### src/rtl/fifo_arbiter.sv
// fifo_arbiter: write-side arbiter and occupancy tracker for a shared FIFO.
// Two producers are granted round-robin, one registered add_fifo pulse per
// accepted word. Consumer pops are forwarded as registered pop_fifo pulses.
// A private occupancy count keeps the FIFO from overflowing or underflowing,
// because the FIFO controller's own full/empty flags lag by one cycle.
//
// Build option: define FIFO_ARB_FIXED_PRI_EN to replace round-robin with fixed
// priority. Producer 0 then wins every contention and no pointer is kept.
module fifo_arbiter #(
  parameter int DATA_WIDTH = 16,
  parameter int DEPTH      = 4
) (
  input  logic                    clk,
  input  logic                    rst,
  input  logic                    req0,
  input  logic                    req1,
  input  logic [DATA_WIDTH-1:0]   data0,
  input  logic [DATA_WIDTH-1:0]   data1,
  input  logic                    pop_req,
  output logic                    gnt0,
  output logic                    gnt1,
  output logic                    add_fifo,
  output logic [DATA_WIDTH-1:0]   data_out,
  output logic                    pop_fifo,
  output logic [$clog2(DEPTH):0]  level,
  output logic                    arb_full,
  output logic                    arb_empty
);

  localparam int LVL_W = $clog2(DEPTH) + 1;
  localparam logic [LVL_W-1:0] DEPTH_L = LVL_W'(DEPTH);
  localparam logic [LVL_W-1:0] ONE_L   = LVL_W'(1);

  // The state register is the grant itself: IDLE, G0 (gnt0) or G1 (gnt1).
  typedef enum logic [1:0] {
    IDLE = 2'd0,
    G0   = 2'd1,
    G1   = 2'd2
  } state_e;

  state_e                  state_q, state_d;
  logic [DATA_WIDTH-1:0]   data_q, data_d;
  logic                    pop_q, pop_d;
  logic [LVL_W-1:0]        level_q, level_d;
  logic                    space;
  logic                    elig0, elig1;
  logic                    grant_d;

`ifndef FIFO_ARB_FIXED_PRI_EN
  // rr_q == 0: producer 0 wins the next contention; 1: producer 1 wins.
  logic                    rr_q, rr_d;
`endif

  // Level is checked conservatively: a pop at the same edge never frees a slot.
  assign space = (level_q < DEPTH_L);
  // A producer granted this cycle still shows its stale req; skip it once.
  assign elig0 = req0 & (state_q != G0);
  assign elig1 = req1 & (state_q != G1);

  // Next-state, grant selection, data capture and occupancy update.
  always_comb begin
    // NOTE: every signal gets a default first so no path leaves a latch.
    state_d = IDLE;
    data_d  = data_q;
    pop_d   = pop_req & (level_q != '0);
    level_d = level_q;
`ifndef FIFO_ARB_FIXED_PRI_EN
    rr_d    = rr_q;
`endif

    if (space) begin
`ifdef FIFO_ARB_FIXED_PRI_EN
      if (elig0)      state_d = G0;
      else if (elig1) state_d = G1;
`else
      if (elig0 && elig1) state_d = rr_q ? G1 : G0;
      else if (elig0)     state_d = G0;
      else if (elig1)     state_d = G1;
`endif
    end

    case (state_d)
      G0:      data_d = data0;
      G1:      data_d = data1;
      default: data_d = data_q;
    endcase

`ifndef FIFO_ARB_FIXED_PRI_EN
    // The pointer always moves to the producer that did not just win.
    if (state_d == G0)      rr_d = 1'b1;
    else if (state_d == G1) rr_d = 1'b0;
`endif

    grant_d = (state_d != IDLE);
    case ({grant_d, pop_d})
      2'b10:   level_d = level_q + ONE_L;
      2'b01:   level_d = level_q - ONE_L;
      default: level_d = level_q;
    endcase
  end

  // Registered state with synchronous active-low reset.
  always_ff @(posedge clk) begin
    // NOTE: sequential state uses non-blocking assignments so every register
    // samples the pre-edge values regardless of statement order.
    if (!rst) begin
      state_q <= IDLE;
      data_q  <= '0;
      pop_q   <= 1'b0;
      level_q <= '0;
`ifndef FIFO_ARB_FIXED_PRI_EN
      rr_q    <= 1'b0;
`endif
    end else begin
      state_q <= state_d;
      data_q  <= data_d;
      pop_q   <= pop_d;
      level_q <= level_d;
`ifndef FIFO_ARB_FIXED_PRI_EN
      rr_q    <= rr_d;
`endif
    end
  end

  assign gnt0      = (state_q == G0);
  assign gnt1      = (state_q == G1);
  assign add_fifo  = (state_q != IDLE);
  assign data_out  = data_q;
  assign pop_fifo  = pop_q;
  assign level     = level_q;
  assign arb_full  = (level_q == DEPTH_L);
  assign arb_empty = (level_q == '0);

endmodule

### config.mk
export PLATFORM = sky130hd
export DESIGN_NAME = fifo_arbiter
export DESIGN_NICKNAME = d
export VERILOG_FILES = /design/src/rtl/fifo_arbiter.sv
export SDC_FILE = /design/constraint.sdc
export NUM_CORES = 1
export LEC_CHECK = 0
export ABC_AREA = 1
export BUFFER_PORTS_ARGS = -buffer_cell sky130_fd_sc_hd__buf_4
export CORE_MARGIN = 2
export CORE_UTILIZATION = 46
export CTS_CLUSTER_SIZE = 8
export DETAILED_ROUTE_END_ITERATION = 8
export PLACE_DENSITY = 0.89
export SYNTH_ARGS = -nofsm -noshare
export SYNTH_HDL_FRONTEND = slang
export SYNTH_SLANG_ARGS = --single-unit
### constraint.sdc
create_clock -name clk -period 2 [get_ports clk]
set_input_delay 0.2 -clock clk [delete_from_list [all_inputs] [get_ports clk]]
set_output_delay 0.2 -clock clk [all_outputs]
set_load 0.05 [all_outputs]
[Word level (Yosys, flattened, before mapping)]
Index checks and enable logic that the tools add are counted.
W data, S select, Z words.
Cells by class
  add/subtract/negate cells: 2
  multipliers: 0
  divide/modulo/power cells: 0
  order comparisons: 1
  eq/ne operators: 9
  shifts and indexed selects: 0
  muxes and demuxes: 9
  bitwise gates (word level): 3
  reductions and logical operators: 7
Operators with widths (count)
  $pmux W16 S2: 1
  $mux W2: 5
  $reduce_bool A2 Y1: 4
  $eq A2 B1 Y1 const B: 3
  $eq A2 B2 Y1 const B: 3
  $pmux W3 S2: 1
  $add A3 B1 Y3 const B: 1
  $and A1 B1 Y1: 3
  $eq A3 B3 Y1 const B: 1
  $logic_not A3 Y1: 1
  $lt A3 B3 Y1 const B: 1
  $reduce_bool A3 Y1: 1
  $sub A3 B1 Y3 const B: 1
  $mux W1: 2
  $ne A2 B1 Y1 const B: 1
  $ne A2 B2 Y1 const B: 1
  $logic_and A1 B1 Y1: 1
Storage, ports and cells
  register bits after elaboration: 23
  bits in latches: 0
  memory bits (writable): 0
  memory bits (read-only): 0
  input port bits: 37
  output and inout port bits: 25
  memories: 0

[Depth between registers and ports, before layout]
Gate-level depths: netlist of the first run.
  depth in word-level cells: 9
  depth in mapped cells: 15
  mapped depth without buffers: 15

[Worst setup path before layout of the first run]
Ideal clock, no wire load.
  path type: reg2reg
  start point: register level_q[0], in the netlist level[0]
  end point: register level_q[1], in the netlist level[1]
  library setup time: 0.070 ns
  arrival: 2.710 ns
  path slack: -0.780 ns
  stages on the path, launching flop included: 7
  buffers on the path: 0
  path through: dfxtp_1 > nor3_1 > nor2_1 > ha_1 > inv_1 > fa_1 > a21oi_1
Between the ends
  elaborated cells on any way between the ends: 11
  those cells by class: 2 x add/sub; 1 x order compare; 2 x eq/ne; 2 x mux; 1 x bitwise; 3 x reduce/logical
RTL lines
  start, declared: RTL line 44  | logic [LVL_W-1:0] level_q, level_d;
  start signal, assigned: RTL line 118  | level_q <= level_d;
  $reduce_bool A3 Y1 (*): RTL line 65  | pop_d = pop_req & (level_q != '0);
  $and A1 B1 Y1 (*): RTL line 65
  named net pop_d: RTL line 43  | logic pop_q, pop_d;
  $eq A2 B1 Y1 / $eq A2 B2 Y1 (equally long branches): RTL line 95  | case ({grant_d, pop_d})
  $pmux W3 S2 / $reduce_bool A2 Y1 (equally long branches)
Mark *: on every way through the listed nets, which the timed path passes. The rest lies on a longest branch.
A chain may end at the register's enable or synchronous reset.

[Worst setup path in the final report of the first run]
  start point: register state_q[0]
  end point: register level_q[2], in the netlist level[2]
Between the ends
  longest elaborated chain between the ends: 9
  elaborated cells on any way between the ends: 14
  those cells by class: 4 x eq/ne; 5 x mux; 2 x bitwise; 3 x reduce/logical
Ends and longest elaborated chain
  start, declared: RTL line 41  | state_e state_q, state_d;
  start signal, assigned: RTL line 115  | state_q <= state_d;
  $ne A2 B2 Y1: RTL line 58  | assign elig1 = req1 & (state_q != G1);
  $and A1 B1 Y1: RTL line 58
  $mux W2: RTL line 78  | else if (elig1) state_d = G1;
  $mux W2: RTL line 77  | else if (elig0) state_d = G0;
  $mux W2 (*): RTL line 76  | if (elig0 && elig1) state_d = rr_q ? G1 : G0;
  $mux W2 (*): RTL line 71  | if (space) begin
  $reduce_bool A2 Y1 (*): RTL line 94  | grant_d = (state_d != IDLE);
  $eq A2 B1 Y1 / $eq A2 B2 Y1 (equally long branches): RTL line 95
  $pmux W3 S2 / $reduce_bool A2 Y1 (equally long branches)
Every way passes the cells marked *; elsewhere a longest branch is shown, timed or not.

==> results of run 1 <==
==> sequential cells by signal (all words and copies together), names as in the netlist <==
name and flops:
state_q 2, rr_q 1, data_out 16, level 3, pop_fifo 1
==> logic make-up (layout without fill, tap and decap cells) <==
kind of cell,after synthesis,in the layout
and+or+nand+nor,73,73
DFF,23,23
buffers and inverters,41,99
AOI/OAI and AO/OA,21,21
adders and majority gates,5,5
==> stage by stage <==
step | utilization [%] | total power, mW | cell area (um2) | instances
global route | 66.13 | 3.181 | 1839 | 252
detailed placement | 64.42 | 2.774 | 1792 | 248
finish | 66.13 | 2.996 | 1839 | 252
floorplan | - | 2.339 | 1378 | 163
CTS | 65.36 | 2.991 | 1818 | 252
global placement | 64.42 | 2.737 | 1792 | 248
==> power by group through the flow <==
stage | Sequential, mW | Clock (mW) | Combinational (mW)
finish | 0.788 | 0.224 | 1.98
global route | 0.814 | 0.236 | 2.13
CTS | 0.786 | 0.223 | 1.98
detailed placement | 0.792 | 0 | 1.98
global placement | 0.793 | 0 | 1.94
floorplan | 1.35 | 0 | 0.984
==> routing by layer <==
layer / track usage (%) / up-vias / routed length [um]
li1: - / 630 / -
met1: 20.33 / 541 / 1213
met2: 28.89 / 48 / 1364
met3: 2.679 / 5 / 175
met4: 8.970 / 0 / 53
met5: 0 / - / 0
==> worst max-delay path by stage <==
stage	cells after the start	startpoint	slack (ns)	to
5_1_grt	15	state_q[0]	-0.04	level[2]
2_1_floorplan	14	state_q[0]	0.003	level[2]
4_1_cts	15	state_q[0]	0.002	level[2]
3_5_place_dp	15	state_q[0]	0.02	level[2]
6_report	15	state_q[0]	0.1	level[2]
3_3_place_gp	15	state_q[0]	0.14	level[2]
==> cells in the mapped netlist (4+ instances only) <==
| library cell | number | area, um2 |
|---|---|---|
| nand2_1 | 30 | 112.6 |
| ha_1 | 4 | 50.05 |
| nand3_1 | 9 | 45.04 |
| o211ai_1 | 6 | 45.04 |
| nor2_1 | 9 | 33.78 |
| inv_2 | 8 | 30.03 |
| nand3_2 | 10 | 100.1 |
| dfxtp_1 | 23 | 460.4 |
| nand2_2 | 8 | 50.05 |
| inv_1 | 23 | 86.33 |
| o211ai_2 | 10 | 125.1 |
==> cell type report <==
| type | instances | area (um2) |
|---|---|---|
| Clock buffer | 4 | 26.28 |
| Timing Repair Buffer | 63 | 485.5 |
| Multi-Input combinational cell | 99 | 695.7 |
| Inverter | 32 | 127.6 |
| Tap cell | 31 | 38.79 |
| Sequential cell | 23 | 465.4 |
| Fill cell | 246 | 942.2 |
==> worst min-delay path, stage by stage <==
cell and delay [ns]:
buf_4 0.11, inv_1 0.06, nor3_1 0.05
==> qor.txt, run 1 <==
Final GP Congestion - 0.8086
Slowest stage delay, CP - 0.34 ns
Finish-stage setup viols - 0
Die height - 58.28 um
Compound-gate portion of the synthesized area - 14.40%
GRT Util Overall - 16.95%
Post-route DRC - 0
Count of flip-flops with a built-in enable after synthesis - 0
Comb pwr share - 66.2%
Seq/Total Area, Yosys - 33.98%
Mux cell area share after synthesis - 0%
Commonest non-fill, non-tap cells in the layout - buf_4, nand2_1, inv_1, dfxtp_1, nand3_2
Worst hold path startpoint - pop_req
Later-pin clock latency in the skew report - 0.32 ns
Sequential power share - 26.3%
Wire per inst - 11.13 um
Synthesis-to-finish area growth - 35.73%
Critical path's top delay family - adder cells
Status - finished clean
Worst R2R Setup Slack - 0.1 ns
Adder-cell share of the synthesized area - 5.171%
Critical path required time - 2.23 ns
Reg2reg start - state_q[0]
RR Endpoint - level[2]
Grt ovf - 0
Fin crit period - 1.900 ns
Top_reg_cell synth - dfxtp_1
Core area - 2781 um2
Mapped Cells - 163
Starting Density - 48.72%
Via Count - 1,224
Syn avg cell area - 8.313 um2
Max cap viols - 0
Critical path buffers and inverters - 4
Commonest non-fill, non-tap cell in the layout - buf_4
CTS Buf Count - 3
Largest net degree at the start of global routing - 35
Port bufs - 61
Setup CP Type - reg -> reg
Dpl ws - 0.02053 ns
PostCTS Resize Cnt - 0
CP Cell Sequence - inv_2 > nor2_4 > nor2_4 > nand2_1 > nand2_2 > ha_1 > ha_2 > inv_1 > fa_2 > inv_1 > nand2_1 > nand3_1 > nand2_1 > inv_1 > nor2_1
Final Cycle Share - 95.01%
Worst Skew - 0.007252 ns
First-pass GRT wire length - 4.450 mm
CP Max Fanout - 4
Die width - 58.28 um
Critical Path Sink Type - flop
Mapped Nets - 205
Number of synthesis warnings - 0
Hold Crit Depth - 3
Root Buffer - clkbuf_4
P_sw - 1.623 mW
Initial antenna violation count - 0
Post-DRT Antenna Nets - 0
CP max stage cell - dfxtp_1
Register-to-Register Path Depth - 15
Num ports - 62
Fin. max-slew vios - 0
Post-CTS Setup Bufs - 0
Simple-Gate Fraction of Synth Area - 28.90%
Seq cells post-synth - 23
Switching share of power - 54.18%
Number of global-route vias before repair - 1,112
Rel. slew slack - 82.26%
Async SR Flop Fraction - 0%
DR vias/cell - 4.857
Netlist Area Pre-Place - 1355 um2
Min-Delay Path Class - in -> reg
FP Rows - 19
Cell-internal power - 1.373 mW
H-tree Lvls - 1
Setup ws final - 0.09988 ns
Xor and xnor area share after synthesis - 0%
Clock-pin slew on the worst setup and hold paths - 0.13 ns
Full die area - 3396 um2
Hold Path End - pop_fifo
CTS max path bufs - 2
First-pass iteration count of the detailed router - 4
Clock share of power - 7.5%
Layout cells sized above 1 - 53.39%
P_leak - 0.9772 nW
Hold Buf Count CTS - 0
Clock sink total - 23
DP HPWL - 2.078 mm
FMAX - 526.3 MHz
Worst-Margin Slew - 0.2661 ns
Final hold slack - 0.1368 ns
Worst EP arrival - 2.13 ns
Setup TNS - 0 ns
DRT iter0 DRCs - 30
Total Wirelength - 2.805 mm
VDD IR max - 0.001173 V
Hold Vio Cnt, Final - 0
Netlist cell types - 23
Startpoint Class - flop
Largest family of logic cells by synthesized area - simple AND/OR/NAND/NOR gates
Layout Nets - 264
Pwr dens - 1629 nW/um2
CTS tree - built
Ant. Diodes - 0
Note: power is estimated with default switching activity, not from simulation.
==> run 2: changes to the inputs <==
- PLACE_DENSITY: 0.89 -> 0.84
- SKIP_CTS_REPAIR_TIMING: not set -> 1
==> qor.txt, run 2 (synthesis gave the netlist of run 1 again) <==
Status - finished clean
Worst Skew - 0.001569 ns (-0.005683 ns)
CTS tree - built
Root Buffer - clkbuf_4
Worst EP arrival - 2.09 ns (-0.04 ns)
Critical path buffers and inverters - 3 (-1)
Min-Delay Path Class - in -> reg
Core area - 2781 um2 (unchanged)
Commonest non-fill, non-tap cells in the layout - buf_4, nand2_1, inv_1, dfxtp_1, nand3_2
Fin. max-slew vios - 0 (unchanged)
Max reg flops - 16 (unchanged)
DP HPWL - 2.248 mm (+8.2%)
GRT Util Overall - 17.50% (+0.55 points)
Via Count - 1,210 (-1.1%)
Port bufs - 61 (unchanged)
CP Max Fanout - 4 (unchanged)
RSZ-0062 raised after global routing - no
Max cap viols - 0 (unchanged)
Setup TNS - 0 ns (unchanged)
Worst hold path startpoint - pop_req
Number of global-route vias before repair - 1,137 (+2.2%)
Worst-Margin Slew - 0.2640 ns (-0.002095 ns)
Slowest stage delay, CP - 0.34 ns (about the same)
CP max stage cell - dfxtp_2
Critical path required time - 2.24 ns (about the same)
Critical Path Sink Type - flop
Post-route DRC - 0 (unchanged)
FMAX - 539.2 MHz (+2.5%)
Grt ovf - 0 (unchanged)
CP dominant cell by count - nand2_1
Post-DRT Antenna Nets - 0 (unchanged)
DRT iter0 DRCs - 29 (-3.3%)
Die height - 58.28 um (unchanged)
Layout Nets - 266 (+0.76%)
Clock sink total - 23 (unchanged)
Critical path's top delay family - simple AND/OR/NAND/NOR gates
VDD IR max - 0.001197 V (+2.1%)
CTS max path bufs - 2 (unchanged)
First-pass GRT wire length - 4.664 mm (+4.8%)
Synthesis-to-finish area growth - 37.03%
Startpoint Class - flop
Num ports - 62 (unchanged)
Total Wirelength - 2.827 mm (+0.78%)
Setup CP Type - reg -> reg
DR vias/cell - 4.764 (-1.9%)
Hold Vio Cnt, Final - 0 (unchanged)
Die width - 58.28 um (unchanged)
Initial antenna violation count - 0 (unchanged)
Post-layout util - 66.76% (+0.63 points)
Worst R2R Setup Slack - 0.15 ns (+0.05 ns)
CP Cell Sequence - inv_2 > nor2_4 > nor2_4 > nand2_1 > nand2_2 > ha_1 > ha_1 > inv_1 > fa_2 > nand2_1 > nand3_1 > nand2_1 > inv_1 > nor2_1
FP Rows - 19 (unchanged)
Starting Density - 48.72% (unchanged)
P_leak - 0.9927 nW (+1.6%)
Full die area - 3396 um2 (unchanged)
Clock-pin slew on the worst setup and hold paths - 0.12 ns (about the same)
Rel. slew slack - 82.40% (+0.14 points)
Ant. Diodes - 0 (unchanged)
Final GP Congestion - 0.7331 (-9.3%)
Final Cycle Share - 92.72% (-2.3 points)
Finish-stage setup viols - 0 (unchanged)
Largest net degree at the start of global routing - 29 (-17%)
Reg2reg start - state_q[0]
Fin crit period - 1.854 ns (-0.04567 ns)
Setup crit start - state_q[0]
Later-pin clock latency in the skew report - 0.30 ns (-0.02 ns)
First-pass iteration count of the detailed router - 4 (unchanged)
H-tree Lvls - 1 (unchanged)
Commonest non-fill, non-tap cell in the layout - buf_4
Pwr dens - 1617 nW/um2 (-0.73%)
Wire per inst - 11.13 um (about the same)
Layout cells sized above 1 - 54.71% (+1.3 points)
CTS Buf Count - 3 (unchanged)
run 2: cell types whose count changed in the layout (fill, tap and decap cells not counted), sizes merged:
| cell | before | now |
|---|---|---|
| buf | 63 | 65 |
| clkbuf | 4 | 3 |
| clkinv | 0 | 1 |
run 2: worst min-delay path, stage by stage:
cell	delay, ns
buf_4	0.10
inv_1	0.06
nor3_1	0.05
run 2: worst paths after layout:
| path | to | cells after the start |
|---|---|---|
| setup / recovery | level[2] | 14 |
| hold / removal | pop_fifo | 3 |
| setup reg to reg | level[2] | 14 |
| hold reg to reg | data_out[12] | 2 |
run 2: cell type report:
| cell class | instances | area [um2] |
|---|---|---|
| fill | 253 | 924.6 |
| multi-input combinational | 99 | 695.7 |
| sequential | 23 | 466.7 |
| timing repair buffer | 65 | 500.5 |
| clock inverter | 1 | 5.005 |
| tap | 31 | 38.79 |
| clock buffer | 3 | 22.52 |
| inverter | 32 | 127.6 |
run 2: layer usage:
| layer | share of wire [%] | global-route usage, % | vias up |
|---|---|---|---|
| li1 | - | - | 637 |
| met4 | 1.2 | 6.977 | 0 |
| met5 | 0 | 0 | - |
| met3 | 5.4 | 3.571 | 4 |
| met2 | 52 | 32.10 | 39 |
| met1 | 41 | 19.45 | 530 |
run 2: through the flow:
step                      hold WS (ns)  instance area [um2]  std cells  power, mW  setup WS, ns
after floorplan                 0.3431                 1378        163      2.339      0.002517
after global placement          0.4649                 1807        250      2.762        0.1386
after detailed placement        0.4683                 1807        250      2.799       0.02231
after CTS                       0.1272                 1834        254      3.015     -0.001106
after global routing            0.1350                 1857        254      3.206      0.003141
final                           0.1384                 1857        254      3.003        0.1455
run 2: power breakdown:
group | internal (mW) | leakage (nW) | switching, mW | total (mW)
registers | 0.646 | 0.192 | 0.145 | 0.791
clock network | 0.0745 | 0.0177 | 0.135 | 0.209
logic | 0.669 | 0.783 | 1.33 | 2.00
total | 1.39 | 0.993 | 1.61 | 3.00
==> run 3: changes to the inputs <==
- PLACE_DENSITY: 0.84 -> 0.79
==> qor.txt, run 3 (synthesis gave the netlist of run 1 again) <==
Status - finished clean
Final hold slack - 0.1428 ns (+0.004398 ns)
Setup CP Type - reg -> reg
Global Route met1 Usage - 20.77% (+1.3 points)
Critical Path Sink Type - flop
CTS Buf Count - 3 (unchanged)
# fillers - 259 (+2.4%)
First-pass iteration count of the detailed router - 4 (unchanged)
Die height - 58.28 um (unchanged)
GRT busiest layer - met2
CTS max path bufs - 2 (unchanged)
CP Max Fanout - 4 (unchanged)
Critical path's top delay family - adder cells
H-tree Lvls - 1 (unchanged)
Post-DRT Antenna Nets - 0 (unchanged)
Slowest stage delay, CP - 0.43 ns (+0.09 ns)
Post-layout util - 66.13% (-0.63 points)
DP HPWL - 2.112 mm (-6.0%)
Finish-stage setup viols - 0 (unchanged)
Met3 Use GR - 4.241% (+0.67 points)
Hold Path End - pop_fifo
Full die area - 3396 um2 (unchanged)
DRT iter0 DRCs - 20 (-31%)
Worst hold path startpoint - pop_req
Hold Crit Depth - 3 (unchanged)
Worst R2R Setup Slack - 0.12 ns (-0.02 ns)
Root Buffer - clkbuf_4
GRT Util Overall - 17.21% (-0.29 points)
RR Endpoint - level[1]
Initial antenna violation count - 0 (unchanged)
Setup ws final - 0.1244 ns (-0.02115 ns)
FMAX - 533.2 MHz (-1.1%)
Fin. max-slew vios - 0 (unchanged)
RSZ-0062 raised after global routing - no
Fin crit period - 1.876 ns (+0.02115 ns)
Dpl ws - 0.04829 ns (+0.02599 ns)
Worst Skew - 0.003179 ns (+0.001610 ns)
Final GP Congestion - 0.7430 (+1.4%)
Clock-pin slew on the worst setup and hold paths - 0.13 ns (about the same)
Core area - 2781 um2 (unchanged)
Layout Nets - 264 (-0.75%)
Reg2reg start - state_q[0]
Max reg flops - 16 (unchanged)
Pwr dens - 1616 nW/um2 (about the same)
Final Cycle Share - 93.78% (+1.1 points)
First-pass GRT wire length - 4.540 mm (-2.7%)
DR vias/cell - 4.833 (+1.5%)
Setup TNS - 0 ns (unchanged)
Critical path required time - 2.24 ns (about the same)
Wire per inst - 10.83 um (-2.7%)
Startpoint Class - flop
Power consumption - 2.972 mW (-1.0%)
Worst EP arrival - 2.12 ns (+0.03 ns)
Number of global-route vias before repair - 1,086 (-4.5%)
Post-route DRC - 0 (unchanged)
Commonest non-fill, non-tap cell in the layout - buf_4
Register-to-Register Path Depth - 10 (-4)
Starting Density - 48.72% (unchanged)
Die width - 58.28 um (unchanged)
Critical path buffers and inverters - 2 (-1)
Min-Delay Path Class - in -> reg
Port bufs - 61 (unchanged)
Ant. Diodes - 0 (unchanged)
CP Cell Sequence - inv_1 > nand2_1 > nand2_1 > nor2_1 > nand2_2 > ha_1 > ha_1 > inv_1 > fa_2 > a21oi_1
P_leak - 0.9799 nW (-1.3%)
Total Wirelength - 2.729 mm (-3.5%)
CTS tree - built
Worst-Margin Slew - 0.2635 ns (-0.0004463 ns)
Max cap viols - 0 (unchanged)
Grt ovf - 0 (unchanged)
Layout cells sized above 1 - 52.94% (-1.8 points)
FP Rows - 19 (unchanged)
Clock sink total - 23 (unchanged)
Commonest non-fill, non-tap cells in the layout - buf_4, nand2_1, inv_1, dfxtp_1, nand3_2
Largest net degree at the start of global routing - 35 (+21%)
Via Count - 1,218 (+0.66%)
Num ports - 62 (unchanged)
Synthesis-to-finish area growth - 35.73%
Met2 usage - 28.57% (-3.5 points)
VDD IR max - 0.001091 V (-8.8%)
Later-pin clock latency in the skew report - 0.31 ns (about the same)
Hold Vio Cnt, Final - 0 (unchanged)
CP max stage cell - fa_2
Rel. slew slack - 82.43% (about the same)
[run 3: metrics by stage]
stage	instance area [um2]	cells
after detailed placement	1792	248
final	1839	252
after global routing	1839	252
after floorplan	1378	163
after global placement	1792	248
after CTS	1819	252
[run 3: worst max-delay path by stage]
stage,endpoint,depth (start not counted),startpoint,slack [ns]
floorplan,level[2],14,state_q[0],0.003
global placement,level[2],15,state_q[0],0.14
detailed placement,level[2],14,state_q[0],0.05
CTS,level[2],14,state_q[0],0.02
global route,level[2],15,state_q[0],0.01
finish,level[1],10,state_q[0],0.12
[run 3: report_power, final]
group	internal (mW)	total (mW)	switching, mW
Clock	0.0747	0.214	0.139
Sequential	0.644	0.791	0.147
Combinational	0.649	1.97	1.32
Total	1.37	2.97	1.60
[run 3: area by class of cell]
type | count | area (um2) | area share, %
Tap cell | 31 | 38.79 | 2.109
Inverter | 32 | 127.6 | 6.939
Sequential cell | 23 | 464.2 | 25.24
Clock buffer | 3 | 22.52 | 1.224
Clock inverter | 1 | 5.005 | 0.2721
Multi-Input combinational cell | 99 | 695.7 | 37.82
Timing Repair Buffer | 63 | 485.5 | 26.39
[run 3: worst register-to-register path: stages (launching register included)]
cell and delay [ns]:
dfxtp_1 0.34, inv_1 0.07, nand2_1 0.10, nand2_1 0.06
nor2_1 0.11, nand2_2 0.09, ha_1 0.18, ha_1 0.19
inv_1 0.10, fa_2 0.43, a21oi_1 0.15
[run 3: metal layers]
layer / part of all wire [%] / wire [um]
met5: 0 / 0
met1: 43 / 1169
met2: 48 / 1304
met3: 7.8 / 214
met4: 1.5 / 41
